`src/rtl/uart_pkg.sv`:
```
// Shared definitions for the UART blocks: parity modes, frame FSM state
// encoding and a width helper for the bit-timing and bit-index counters.
package uart_pkg;

    localparam logic [1:0] PAR_NONE = 2'b00;
    localparam logic [1:0] PAR_EVEN = 2'b01;
    localparam logic [1:0] PAR_ODD  = 2'b10;

    localparam logic [2:0] IDLE   = 3'd0;
    localparam logic [2:0] START  = 3'd1;
    localparam logic [2:0] DATA   = 3'd2;
    localparam logic [2:0] PARITY = 3'd3;
    localparam logic [2:0] STOP   = 3'd4;

    // Bits needed to count 0..n-1; never narrower than one bit.
    function automatic int cnt_width(input int n);
        return (n <= 2) ? 1 : $clog2(n);
    endfunction

endpackage

```
`src/rtl/uart_tx_engine_if.sv`:
```
// Word handshake between the transmit holding register (master) and the
// UART transmit engine (slave).
interface uart_tx_engine_if #(
    parameter int DATA_BITS = 8
);

    logic [DATA_BITS-1:0] tx_data;
    logic                 tx_valid;
    logic                 tx_ready;

    modport master (output tx_data, output tx_valid, input tx_ready);
    modport slave  (input tx_data, input tx_valid, output tx_ready);

endinterface

```
`src/rtl/uart_baud_tick.sv`:
```
// Bit-period timer: counts clk cycles while enabled and flags the last cycle
// of every serial bit. Shared by the transmitter and the receiver.
module uart_baud_tick
    import uart_pkg::*;
#(
    parameter int CLKS_PER_BIT = 868
) (
    input  logic clk,
    input  logic reset,
    input  logic restart,
    input  logic enable,
    output logic tick
);

    localparam int               CNT_W    = cnt_width(CLKS_PER_BIT);
    localparam logic [CNT_W-1:0] CNT_LAST = CNT_W'(CLKS_PER_BIT - 1);

    logic [CNT_W-1:0] count;

    assign tick = enable && (count == CNT_LAST);

    // Free-running bit counter, realigned to zero when a new frame starts.
    always_ff @(posedge clk or posedge reset) begin
        if (reset) begin
            count <= '0;
        end else if (restart) begin
            count <= '0;
        end else if (enable) begin
            count <= tick ? '0 : count + 1'b1;
        end
    end

endmodule

```
`src/rtl/uart_tx_engine.sv`:
```
// UART transmitter: accepts one word over a valid/ready handshake and sends
// start bit, DATA_BITS data bits LSB first, optional parity and 1 or 2 stop
// bits on a registered, idle-high txd line.
module uart_tx_engine
    import uart_pkg::*;
#(
    parameter int DATA_BITS    = 8,
    parameter int CLKS_PER_BIT = 868
) (
    input  logic               clk,
    input  logic               reset,
    uart_tx_engine_if.slave    tx,
    input  logic [1:0]         parity_mode,
    input  logic               two_stop,
    output logic               txd,
    output logic               busy,
    output logic               done
);

    localparam int               IDX_W    = cnt_width(DATA_BITS);
    localparam logic [IDX_W-1:0] IDX_LAST = IDX_W'(DATA_BITS - 1);

    logic [2:0]           state;
    logic [IDX_W-1:0]     bit_idx;
    logic                 stop_idx;
    logic [DATA_BITS-1:0] shreg;
    logic                 parity_bit;
    logic                 parity_en;
    logic                 two_stop_q;
    logic                 tick;
    logic                 accept;
    logic                 stop_last;

    assign tx.tx_ready = (state == IDLE);
    assign busy        = (state != IDLE);
    assign accept      = tx.tx_valid && (state == IDLE);
    assign stop_last   = (stop_idx == two_stop_q);
    assign done        = (state == STOP) && tick && stop_last;

    uart_baud_tick #(
        .CLKS_PER_BIT (CLKS_PER_BIT)
    ) u_baud_tick (
        .clk     (clk),
        .reset   (reset),
        .restart (accept),
        .enable  (busy),
        .tick    (tick)
    );

    // Frame sequencer; txd is loaded with the value of the bit being entered
    // so the line changes exactly on bit boundaries.
    always_ff @(posedge clk or posedge reset) begin
        if (reset) begin
            state    <= IDLE;
            bit_idx  <= '0;
            stop_idx <= 1'b0;
            txd      <= 1'b1;
        end else begin
            case (state)
                IDLE: begin
                    if (accept) begin
                        state <= START;
                        txd   <= 1'b0;
                    end
                end
                START: begin
                    if (tick) begin
                        state   <= DATA;
                        bit_idx <= '0;
                        txd     <= shreg[0];
                    end
                end
                DATA: begin
                    if (tick) begin
                        if (bit_idx == IDX_LAST) begin
                            bit_idx <= '0;
                            if (parity_en) begin
                                state <= PARITY;
                                txd   <= parity_bit;
                            end else begin
                                state    <= STOP;
                                stop_idx <= 1'b0;
                                txd      <= 1'b1;
                            end
                        end else begin
                            bit_idx <= bit_idx + 1'b1;
                            txd     <= shreg[1];
                        end
                    end
                end
                PARITY: begin
                    if (tick) begin
                        state    <= STOP;
                        stop_idx <= 1'b0;
                        txd      <= 1'b1;
                    end
                end
                STOP: begin
                    if (tick) begin
                        if (stop_last) begin
                            state    <= IDLE;
                            stop_idx <= 1'b0;
                        end else begin
                            stop_idx <= 1'b1;
                        end
                    end
                end
                default: begin
                    state <= IDLE;
                    txd   <= 1'b1;
                end
            endcase
        end
    end

    // Frame payload and settings captured at accept, so later input changes
    // cannot disturb the frame in flight; data shifts out LSB first.
    always_ff @(posedge clk) begin
        if (accept) begin
            shreg      <= tx.tx_data;
            parity_en  <= (parity_mode == PAR_EVEN) || (parity_mode == PAR_ODD);
            parity_bit <= (^tx.tx_data) ^ (parity_mode == PAR_ODD);
            two_stop_q <= two_stop;
        end else if ((state == DATA) && tick) begin
            shreg <= shreg >> 1;
        end
    end

endmodule

```
`src/flat_wrapper.sv`:
```
// flat-port wrapper written by rule: the top's interface ports become plain ports
module uart_tx_engine_flat import uart_pkg::*;
#(
    parameter int DATA_BITS    = 8,
    parameter int CLKS_PER_BIT = 868
)
  (clk, reset, parity_mode, two_stop, txd, busy, done, tx_tx_data, tx_tx_valid, tx_tx_ready);
  uart_tx_engine_if #(.DATA_BITS(DATA_BITS)) tx_i ();
  input  logic clk;
  input  logic reset;
  input  logic [1:0] parity_mode;
  input  logic two_stop;
  output logic txd;
  output logic busy;
  output logic done;
  input wire logic [$bits(tx_i.tx_data)-1:0] tx_tx_data;
  input wire logic [$bits(tx_i.tx_valid)-1:0] tx_tx_valid;
  output wire logic [$bits(tx_i.tx_ready)-1:0] tx_tx_ready;
  assign tx_i.tx_data = tx_tx_data;
  assign tx_i.tx_valid = tx_tx_valid;
  assign tx_tx_ready = tx_i.tx_ready;
  uart_tx_engine #(.DATA_BITS(DATA_BITS), .CLKS_PER_BIT(CLKS_PER_BIT)) u_core (.clk(clk), .reset(reset), .tx(tx_i), .parity_mode(parity_mode), .two_stop(two_stop), .txd(txd), .busy(busy), .done(done));
endmodule
```
`config.mk`:
```
export PLATFORM = sky130hd
export DESIGN_NAME = uart_tx_engine_flat
export DESIGN_NICKNAME = d
export VERILOG_FILES = /design/src/rtl/uart_pkg.sv /design/src/rtl/uart_tx_engine_if.sv /design/src/rtl/uart_baud_tick.sv /design/src/rtl/uart_tx_engine.sv /design/src/flat_wrapper.sv
export SDC_FILE = /design/constraint.sdc
export NUM_CORES = 1
export LEC_CHECK = 0
export ABC_AREA = 1
export CAP_MARGIN = 10
export CORE_MARGIN = 2
export CORE_UTILIZATION = 45
export CTS_BUF_LIST = sky130_fd_sc_hd__clkbuf_4 sky130_fd_sc_hd__clkbuf_8
export DETAILED_ROUTE_END_ITERATION = 6
export GPL_TIMING_DRIVEN = 0
export PLACE_DENSITY = 0.68
export SLEW_MARGIN = 5
export SYNTH_ARGS = -nofsm -noshare
export SYNTH_HDL_FRONTEND = slang
export SYNTH_SLANG_ARGS = --single-unit
```
`constraint.sdc`:
```
create_clock -name clk -period 4.8 [get_ports clk]
set_input_delay 0.96 -clock clk [delete_from_list [all_inputs] [get_ports clk]]
set_output_delay 0.96 -clock clk [all_outputs]
set_load 0.03 [all_outputs]
```
Yosys cells after proc, flatten, opt, wreduce, memory -nomap -nowiden --
Index checks and enable logic that the tools add are counted. Widths: inputs -> output; s select.
Word-level totals: bits in registers 29
Cells by class: $add $sub $neg 2, eq/ne operators 17, mux-type cells 32, bitwise gates (word level) 2, reductions and logical operators 17
Operator list (count):
- $mux 3 | 11
- $mux 10 | 3
- $mux 8 | 2
- $pmux 3 s5 | 1
- $ne 2x1->1 const B | 7
- $mux 1 | 12
- $add 10x1->10 const B | 1
- $eq 10x10->1 const B | 1
- $reduce_xor 8->1 | 1
- $reduce_and 7->1 | 1
- $eq 3x2->1 const B | 2
- $eq 3x3->1 const B | 2
- $pmux 3 s2 | 1
- $reduce_and 6->1 | 1
- $reduce_bool 2->1 | 3
- $reduce_bool 3->1 | 2
- $logic_and 1x1->1 | 5
- $pmux 1 s5 | 1
- $reduce_and 5->1 | 1
- $add 3x1->3 const B | 1
- $eq 3x1->1 const B | 1
- $logic_not 3->1 | 1
- $pmux 1 s3 | 1
- $reduce_and 3->1 | 1
- other kinds (7) | 7

Logic depth before layout (Yosys ltp) --
Gate-level depths: netlist of the first run.
word-level depth 5, gate-level depth with buffers 9, depth with buffers taken out 9

Cells and area by module --
Synthesis of the first run repeated with hierarchy kept, for this count alone.
Second synthesis, totals: cell total of the unflattened synthesis 244, area, all modules 1884.3 µm²
Modules (own cells, without submodules):
- uart_tx_engine | instances 1, cells an instance 155, area an instance 1265.0 µm², sequential area each 531.8 µm²
- uart_baud_tick | instances 1, cells an instance 89, area an instance 619.3 µm², sequential area each 250.2 µm²

Worst setup path before layout of the first run --
Ideal clock, no wire load.
path type reg-to-output, from register u_core.state[0], to output port done, arrival time 1441 ps, path slack 2399 ps, stages on the path, launching flop included 7, cell sequence dfrtp_1 -> nor2_2 -> nand2_4 -> inv_1 -> nor2_1 -> nand2_1 -> nor2_1
On the way: longest elaborated chain between the ends 4
RTL lines:
- from (decl) | line uart_tx_engine.sv:23 | logic [2:0] state;
- from (signal assigned) | line uart_tx_engine.sv:54 | state <= IDLE;
- from (signal assigned) | line uart_tx_engine.sv:62 | state <= START;
- from (signal assigned) | line uart_tx_engine.sv:68 | state <= DATA;
- $reduce_bool 3->1 | line uart_tx_engine.sv:35 | assign busy = (state != IDLE);
- net busy | line flat_wrapper.sv:14 | output logic busy;
- $logic_and 1x1->1 | line uart_baud_tick.sv:20 | assign tick = enable && (count == CNT_LAST);
- $logic_and 1x1->1 (2 in series) | line uart_tx_engine.sv:38 | assign done = (state == STOP) && tick && stop_last;
- to (decl) | line flat_wrapper.sv:15 | output logic done;
The timed path passes the listed nets, and every way through them passes these cells.

Worst setup path after layout of the first run --
from register u_core.u_baud_tick.count[0], to output port done
On the way: longest elaborated chain between the ends 4
RTL lines:
- from (decl) | line uart_baud_tick.sv:18 | logic [CNT_W-1:0] count;
- from (signal assigned) | line uart_baud_tick.sv:29 | count <= tick ? '0 : count + 1'b1;
- $eq 10x10->1 | line uart_baud_tick.sv:20
- $logic_and 1x1->1 | line uart_baud_tick.sv:20
- $logic_and 1x1->1 (2 in series) | line uart_tx_engine.sv:38
Every way passes these cells.

==> impl_metrics.csv, run 1 <==
group,metric,value,unit
status,status,"completed",
clock_network,clkLatencyLatePin,0.28,ns
clock_network,cts_resized,0,
routing,drt-initial-drc-count,81,
timing,hold_viol,0,
placed_design,hpwl,2330,µm
global_route,grt_first_pass_wirelength,5690,µm
synth,synth_top_area_cell,"dfrtp_1",
routing,ant_nets,0,
placed_design,gp_congestion,0.892,
placed_design,io_buffers,17,
floorplanning,fp.dieW,64.8,µm
critical_path,start_kind,"flip-flop",
pwr,power.total,0.968,mW
floorplanning,io_pins,18,
timing,tightest_slew,1.15,ns
synth,syn-cell-area,0.00166,mm²
floorplanning,die_h,64.8,µm
pwr,ir_drop,0.000171,V
timing,drv_slew,0,
synth,synth.most_common_cell,"nand2_1",
critical_path,crit_chain,"ha_1 -> nand3_1 -> nor2_1 -> nand2_1 -> nor2_1 -> clkdlybuf4s50_1",
timing,worst_hold_slack,0.466,ns
clock_network,clkSinkCount,29,
critical_path,cp_num_cells,6,
timing,rsz0062_at_grt,"false",
layout,nNetsFinal,244,
critical_path,crit_buf_inv,1,
critical_path,path_max_fanout,6,
floorplanning,initial_core_util,46.1,%
synth,synth_top_area_share,25.6,%
clock_network,clockBufferDepth,2,
global_route,antenna_found_initial,0,
critical_path,worstPathRequired,3.84,ns
clock_network,cts-buffers-inserted,5,
routing,num_vias,1376,
routing,via_per_inst,5.00,
pwr,power_density,489,mW/mm²
critical_path,critical_path.slowest_cell,"clkdlybuf4s50_1",
layout,drive_above_1_share,12.8,%
critical_path,r2r_setup_slack,2.37,ns
synth,ys.flop_type,"dfrtp_1",
placed_design,dpl-instance-area,0.00189,mm²
synth,yosysUniqueCellTypes,30,
synth,yosys_warnings,0,
synth,synth_edf_count,11,
global_route,grt_usage,17.9,%
routing,drc,0,
clock_network,cts.reportedPaths.clkPinSlew,0.06,ns
layout,antenna_cells,0,
worst_hold_path,hold_class,"flip-flop to flip-flop",
synth,yosys_register_bits,29,
critical_path,reg2reg_to,"u_core.shreg[3]",
synth,synth.area.top_cells,"dfrtp_1, edfxtp_1, nand2_1, inv_1, nor2_1",
layout,layoutNonFillerInstCount,275,
timing,period_share,63.9,%
timing,fin_setup_tns,0,ns
layout,final_core_utilization,54.9,%
clock_network,cts_tree,"built",
layout,area_growth,19.2,%
layout,final_cell_area,0.00198,mm²
synth,avgSynthCellArea,8.23,µm²
critical_path,cpPeakStageDelay,0.67,ns
timing,fmax,326,MHz
global_route,grt-ovfl-total,0,
placed_design,dp.cells,267,
synth,synthArstFlopShare,62.1,%
synth,syn-num-nets,220,
synth,ys_seq_area_share,47.1,%
timing,slew-limit-headroom,22.6,%
placed_design,place_ws,1.72,ns
global_route,grt_max_degree,19,
timing,skew,0.00396,ns
global_route,grt_pass1_vias,1286,
critical_path,rr_worst_depth,5,
synth,ys_top_cells_by_count,"nand2_1, inv_1, dfrtp_1, nor2_1, edfxtp_1",
timing,setup_viol,0,
critical_path,crit_end,"done",
critical_path,cp_common_cell,"nor2_1",
clock_network,cts_setup_buffers,0,
floorplanning,core,0.00361,mm²
routing,routed_wirelength,3160,µm
routing,drtPass1Iterations,4,
clock_network,htreeDepth,2,
critical_path,worstSetupStartpoint,"u_core.u_baud_tick.count[0]",
clock_network,root_buffer,"clkbuf_8",
synth,syn_inst,202,
floorplanning,die_area,0.00419,mm²
critical_path,cp_top_family,"buffers and inverters",
floorplanning,fp-row-count,22,
job,max-cap-violations,0,
critical_path,worstSetupPathType,"flip-flop to output port",
critical_path,rr_startpoint,"u_core.u_baud_tick.count[0]",
critical_path,cp-end-kind,"output port",
clock_network,holdBufCountCts,0,
routing,wl_per_cell,11.5,µm
pwr,leakagePower,0.924,nW
timing,worst_slack,1.73,ns
timing,layout_min_cycle_time,3.07,ns
critical_path,arrival,2.11,ns
## kinds of logic (layout without fill, tap and decap cells)
family / Yosys count / in the layout / share of synthesized area [%]
simple gates: 110 / 110 / 30.2
xor+xnor: 10 / 10 / 5.27
fa+ha+maj: 4 / 4 / 3.01
flops: 29 / 29 / 47.1
buf+inv: 23 / 48 / 5.20
compound gates: 26 / 26 / 9.26
## metal layers
metal	vias up	track usage (%)	share of wire, %
li1	702	-	-
met1	631	23.0	47
met2	36	27.8	46
met3	7	5.73	4.9
met4	0	7.45	1.9
met5	-	0	0
## worst reg2reg max path: stages, from the launching register on
cell,delay (ns)
dfrtp_1,0.43
ha_1,0.25
nand3_1,0.13
nor2_1,0.14
nand3_2,0.17
o21ai_0,0.93
## final cells by class
type | instances | area (µm²)
Clock buffer | 7 | 83.8
Clock inverter | 1 | 5.00
Fill cell | 341 | 1630
Inverter | 23 | 86.3
Multi-Input combinational cell | 150 | 793
Sequential cell | 29 | 782
Tap cell | 48 | 60.1
Timing Repair Buffer | 17 | 170
## placed cells by master (no fill, tap or decap)
master	count
nand2_1	66
inv_1	18
clkdlybuf4s50_1	17
dfrtp_1	17
nor2_1	14
edfxtp_1	11
nand3_1	10
o21ai_0	7
xnor2_1	6
a21oi_1	6
inv_2	5
nand2_2	5
o21bai_1	5
clkbuf_8	5
xor2_1	4
ha_1	4
nor2_2	3
o21ai_1	3
nor2_4	2
nand4_1	2
nand3b_1	2
o22ai_1	2
clkbuf_4	2
or2_4	1
nor3_2	1
nand2_4	1
nand3_2	1
nor3_1	1
or2_2	1
o211ai_1	1
o31ai_1	1
a22o_1	1
clkinv_2	1
dfstp_2	1
## registers in the layout (all words and copies together) (netlist names)
signal and count:
u_core.state 3, u_core.u_baud_tick.count 10, u_core.two_stop_q 1, u_core.parity_bit 1
u_core.parity_en 1, u_core.shreg 8, u_core.stop_idx 1, u_core.bit_idx 3
u_core.txd 1
## where the power goes
part | internal, mW | switching (mW) | total (mW) | leakage (nW)
Sequential | 0.332 | 0.0683 | 0.400 | 0.331
Clock | 0.113 | 0.0887 | 0.201 | 0.0491
Combinational | 0.151 | 0.216 | 0.367 | 0.544
Total | 0.595 | 0.373 | 0.968 | 0.924
## worst min path at each step
stage	start	end	slack, ns	cells after the start
final	u_core.txd	u_core.txd	0.47	2
after CTS	u_core.txd	u_core.txd	0.47	2
after global placement	u_core.txd	u_core.txd	0.45	2
after detailed placement	u_core.txd	u_core.txd	0.46	2
after floorplan	u_core.bit_idx[1]	u_core.bit_idx[1]	0.45	2
after global routing	u_core.txd	u_core.txd	0.48	2
(Power assumes the default switching activity.)
==> run 2, diff against run 1 <==
==> constraint.sdc (replaced) <==
create_clock -name clk -period 2.9 [get_ports clk]
set_input_delay 0.58 -clock clk [delete_from_list [all_inputs] [get_ports clk]]
set_output_delay 0.58 -clock clk [all_outputs]
set_load 0.03 [all_outputs]
==> results of run 2 <==
The final DEF is identical to that of run 1. Status: completed.
Among the figures that moved: setup slack after placement 1.72 ns -> 0.203 ns; setup slack after layout 1.73 ns -> 0.214 ns; register-to-register setup slack 2.37 ns -> 0.47 ns; total power 0.968 mW -> 1.60 mW; worst IR drop on VDD 0.000171 V -> 0.000283 V
==> run 3, diff against run 2 <==
--- a/config.mk
+++ b/config.mk
@@ -13,6 +13,7 @@
 export DETAILED_ROUTE_END_ITERATION = 6
 export GPL_TIMING_DRIVEN = 0
 export PLACE_DENSITY = 0.68
+export RECOVER_POWER = 100
 export SLEW_MARGIN = 5
 export SYNTH_ARGS = -nofsm -noshare
 export SYNTH_HDL_FRONTEND = slang
==> run 3 against run 2 <==
Effect of this change:
- setup slack lost 0.0035 ns
- register-to-register slack lost 0.07 ns
- clock power is essentially flat
- via count shrank 0.58%
- clock skew grew 0.00098 ns
- core utilization shrank 0.35 points
- wire length shrank 0.28%
- maximum frequency shrank 0.13%
- global-route usage is the same
- combinational power shrank 3%
- hold slack lost 0.0016 ns
- total power shrank 0.99%
- critical path type unchanged
==> impl_metrics.csv, run 3 (synthesis results as in run 1) <==
group,metric,value,unit
pwr,power_density,806,mW/mm²
layout,final_common_cell,"nand2_1",
critical_path,worstPathRequired,2.32,ns
critical_path,start_kind,"flip-flop",
clock_network,clkLatencyLatePin,0.28,ns
floorplanning,core,0.00361,mm²
job,max-cap-violations,0,
timing,slew-limit-headroom,22.5,%
layout,most-common-layout-cells,"nand2_1, inv_1, dfrtp_1, nor2_1",
routing,wl_per_cell,11.5,µm
clock_network,cts_setup_buffers,0,
layout,layoutNonFillerInstCount,275,
clock_network,cts-buffers-inserted,5,
worst_hold_path,worstHoldStart,"u_core.txd",
global_route,grt_max_degree,19,
timing,drv_slew,0,
routing,ant_nets,0,
layout,largest_reg_flops,10,
layout,drive_above_1_share,10.6,%
critical_path,worstSetupPathType,"flip-flop to output port",
clock_network,cts_resized,0,
pwr,pwr-share-seq,41.6,%
pwr,p_clk_share,21.1,%
placed_design,io_buffers,17,
clock_network,clkSinkCount,29,
layout,top_regs,"u_core.u_baud_tick.count: 10 flops, u_core.shreg: 8 flops",
clock_network,htreeDepth,2,
layout,antenna_cells,0,
global_route,grt_usage,17.9,%
routing,via_per_inst,4.97,
critical_path,cp_common_cell,"nor2_1",
pwr,p_sw,0.611,mW
floorplanning,fp.dieW,64.8,µm
pwr,p_int,0.976,mW
layout,area_growth,18.4,%
routing,num_vias,1368,
routing,drc,0,
timing,fmax,372,MHz
global_route,grt-ovfl-total,0,
critical_path,rr_startpoint,"u_core.u_baud_tick.count[0]",
clock_network,holdBufCountCts,0,
timing,skew,0.00494,ns
pwr,leakagePower,0.926,nW
timing,tightest_slew,1.15,ns
routing,drtPass1Iterations,4,
routing,routed_wirelength,3150,µm
critical_path,cp-end-kind,"output port",
timing,rsz0062_at_grt,"false",
timing,hold_viol,0,
worst_hold_path,holdPathStages,2,
floorplanning,io_pins,18,
clock_network,clockBufferDepth,2,
timing,period_share,92.7,%
routing,drt-initial-drc-count,90,
critical_path,rr_worst_depth,5,
worst_hold_path,hold-path-endpoint,"u_core.txd",
floorplanning,initial_core_util,46.1,%
worst_hold_path,hold_class,"flip-flop to flip-flop",
layout,regMostFlops,"u_core.u_baud_tick.count",
placed_design,dp.cells,267,
placed_design,hpwl,2330,µm
floorplanning,die_area,0.00419,mm²
floorplanning,die_h,64.8,µm
placed_design,gp_congestion,0.892,
clock_network,cts_tree,"built",
timing,fin_setup_tns,0,ns
timing,layout_min_cycle_time,2.69,ns
critical_path,critical_path.slowest_cell,"clkdlybuf4s50_1",
clock_network,cts.reportedPaths.clkPinSlew,0.06,ns
critical_path,crit_chain,"ha_1 -> nand3_1 -> nor2_1 -> nand2_1 -> nor2_1 -> clkdlybuf4s50_1",
critical_path,path_max_fanout,6,
critical_path,arrival,2.11,ns
layout,nNetsFinal,244,
global_route,antenna_found_initial,0,
critical_path,r2r_setup_slack,0.40,ns
critical_path,reg2reg_to,"u_core.shreg[3]",
global_route,grt_pass1_vias,1286,
pwr,swShare,38.5,%
timing,setup_viol,0,
global_route,grt_first_pass_wirelength,5690,µm
critical_path,cpPeakStageDelay,0.67,ns
status,status,"completed",
clock_network,root_buffer,"clkbuf_8",
pwr,p_comb_share,37.2,%
pwr,ir_drop,0.000283,V
floorplanning,fp-row-count,22,
## run 3: cell types whose count changed in the layout (fill, tap and decap cells not counted), moves of 2 or more
cell,previous run,this run
o21ai_0,7,9
clkdlybuf4s50_1,17,11
o21ai_1,3,1
nand2_1,66,68
dlygate4sd3_1,0,6
nand2_2,5,3
## run 3: layer usage
metal / vias to the layer above / wire [µm] / GRT usage [%]
li1: 700 / - / -
met2: 38 / 1440 / 27.8
met1: 622 / 1480 / 23.0
met3: 8 / 168 / 5.73
met5: - / 0 / 0
met4: 0 / 69 / 7.45
## run 3: power groups by stage
stage | clock (mW) | sequential, mW | combinational [mW]
after detailed placement | 0 | 0.666 | 0.603
after global routing | 0.366 | 0.682 | 0.670
after floorplan | 0 | 0.658 | 0.462
after global placement | 0 | 0.665 | 0.596
final | 0.335 | 0.661 | 0.591
after CTS | 0.344 | 0.661 | 0.609
## run 3: worst max-delay path by stage
stage          cells past startpoint  slack (ns)                         from              end
2_1_floorplan                      6        0.88              u_core.state[0]             done
3_3_place_gp                       5        0.24                  tx_tx_valid  u_core.shreg[7]
3_5_place_dp                       5        0.20                  tx_tx_valid  u_core.shreg[7]
4_1_cts                            6        0.20  u_core.u_baud_tick.count[0]             done
5_1_grt                            6        0.05  u_core.u_baud_tick.count[0]             done
6_report                           6        0.21  u_core.u_baud_tick.count[0]             done
## run 3: final cells by class
| class | instances | area [µm²] |
|---|---|---|
| clock inverter | 1 | 5.00 |
| tap | 48 | 60.1 |
| inverter | 23 | 86.3 |
| sequential | 29 | 782 |
| multi-input combinational | 150 | 781 |
| timing repair buffer | 17 | 170 |
| fill | 343 | 1640 |
| clock buffer | 7 | 83.8 |
## run 3: critical path: cells and delay by family, from the launching register on
kind,cells,cell delay [ns]
adders and majority gates,1,0.25
buffers and inverters,1,0.67
DFF,1,0.43
and+or+nand+nor,4,0.49
## run 3: through the flow
| step | total power [mW] | hold slack, ns | worst slack [ns] | instance area [µm²] | utilization [%] |
|---|---|---|---|---|---|
| 4_1_cts | 1.61 | 0.470 | 0.197 | 1980 | 54.9 |
| 3_5_place_dp | 1.27 | 0.462 | 0.203 | 1890 | 52.5 |
| 3_3_place_gp | 1.26 | 0.453 | 0.238 | 1890 | 52.5 |
| 6_report | 1.59 | 0.464 | 0.211 | 1970 | 54.6 |
| 2_1_floorplan | 1.12 | 0.446 | 0.879 | 1660 | - |
| 5_1_grt | 1.72 | 0.475 | 0.0536 | 1970 | 54.6 |
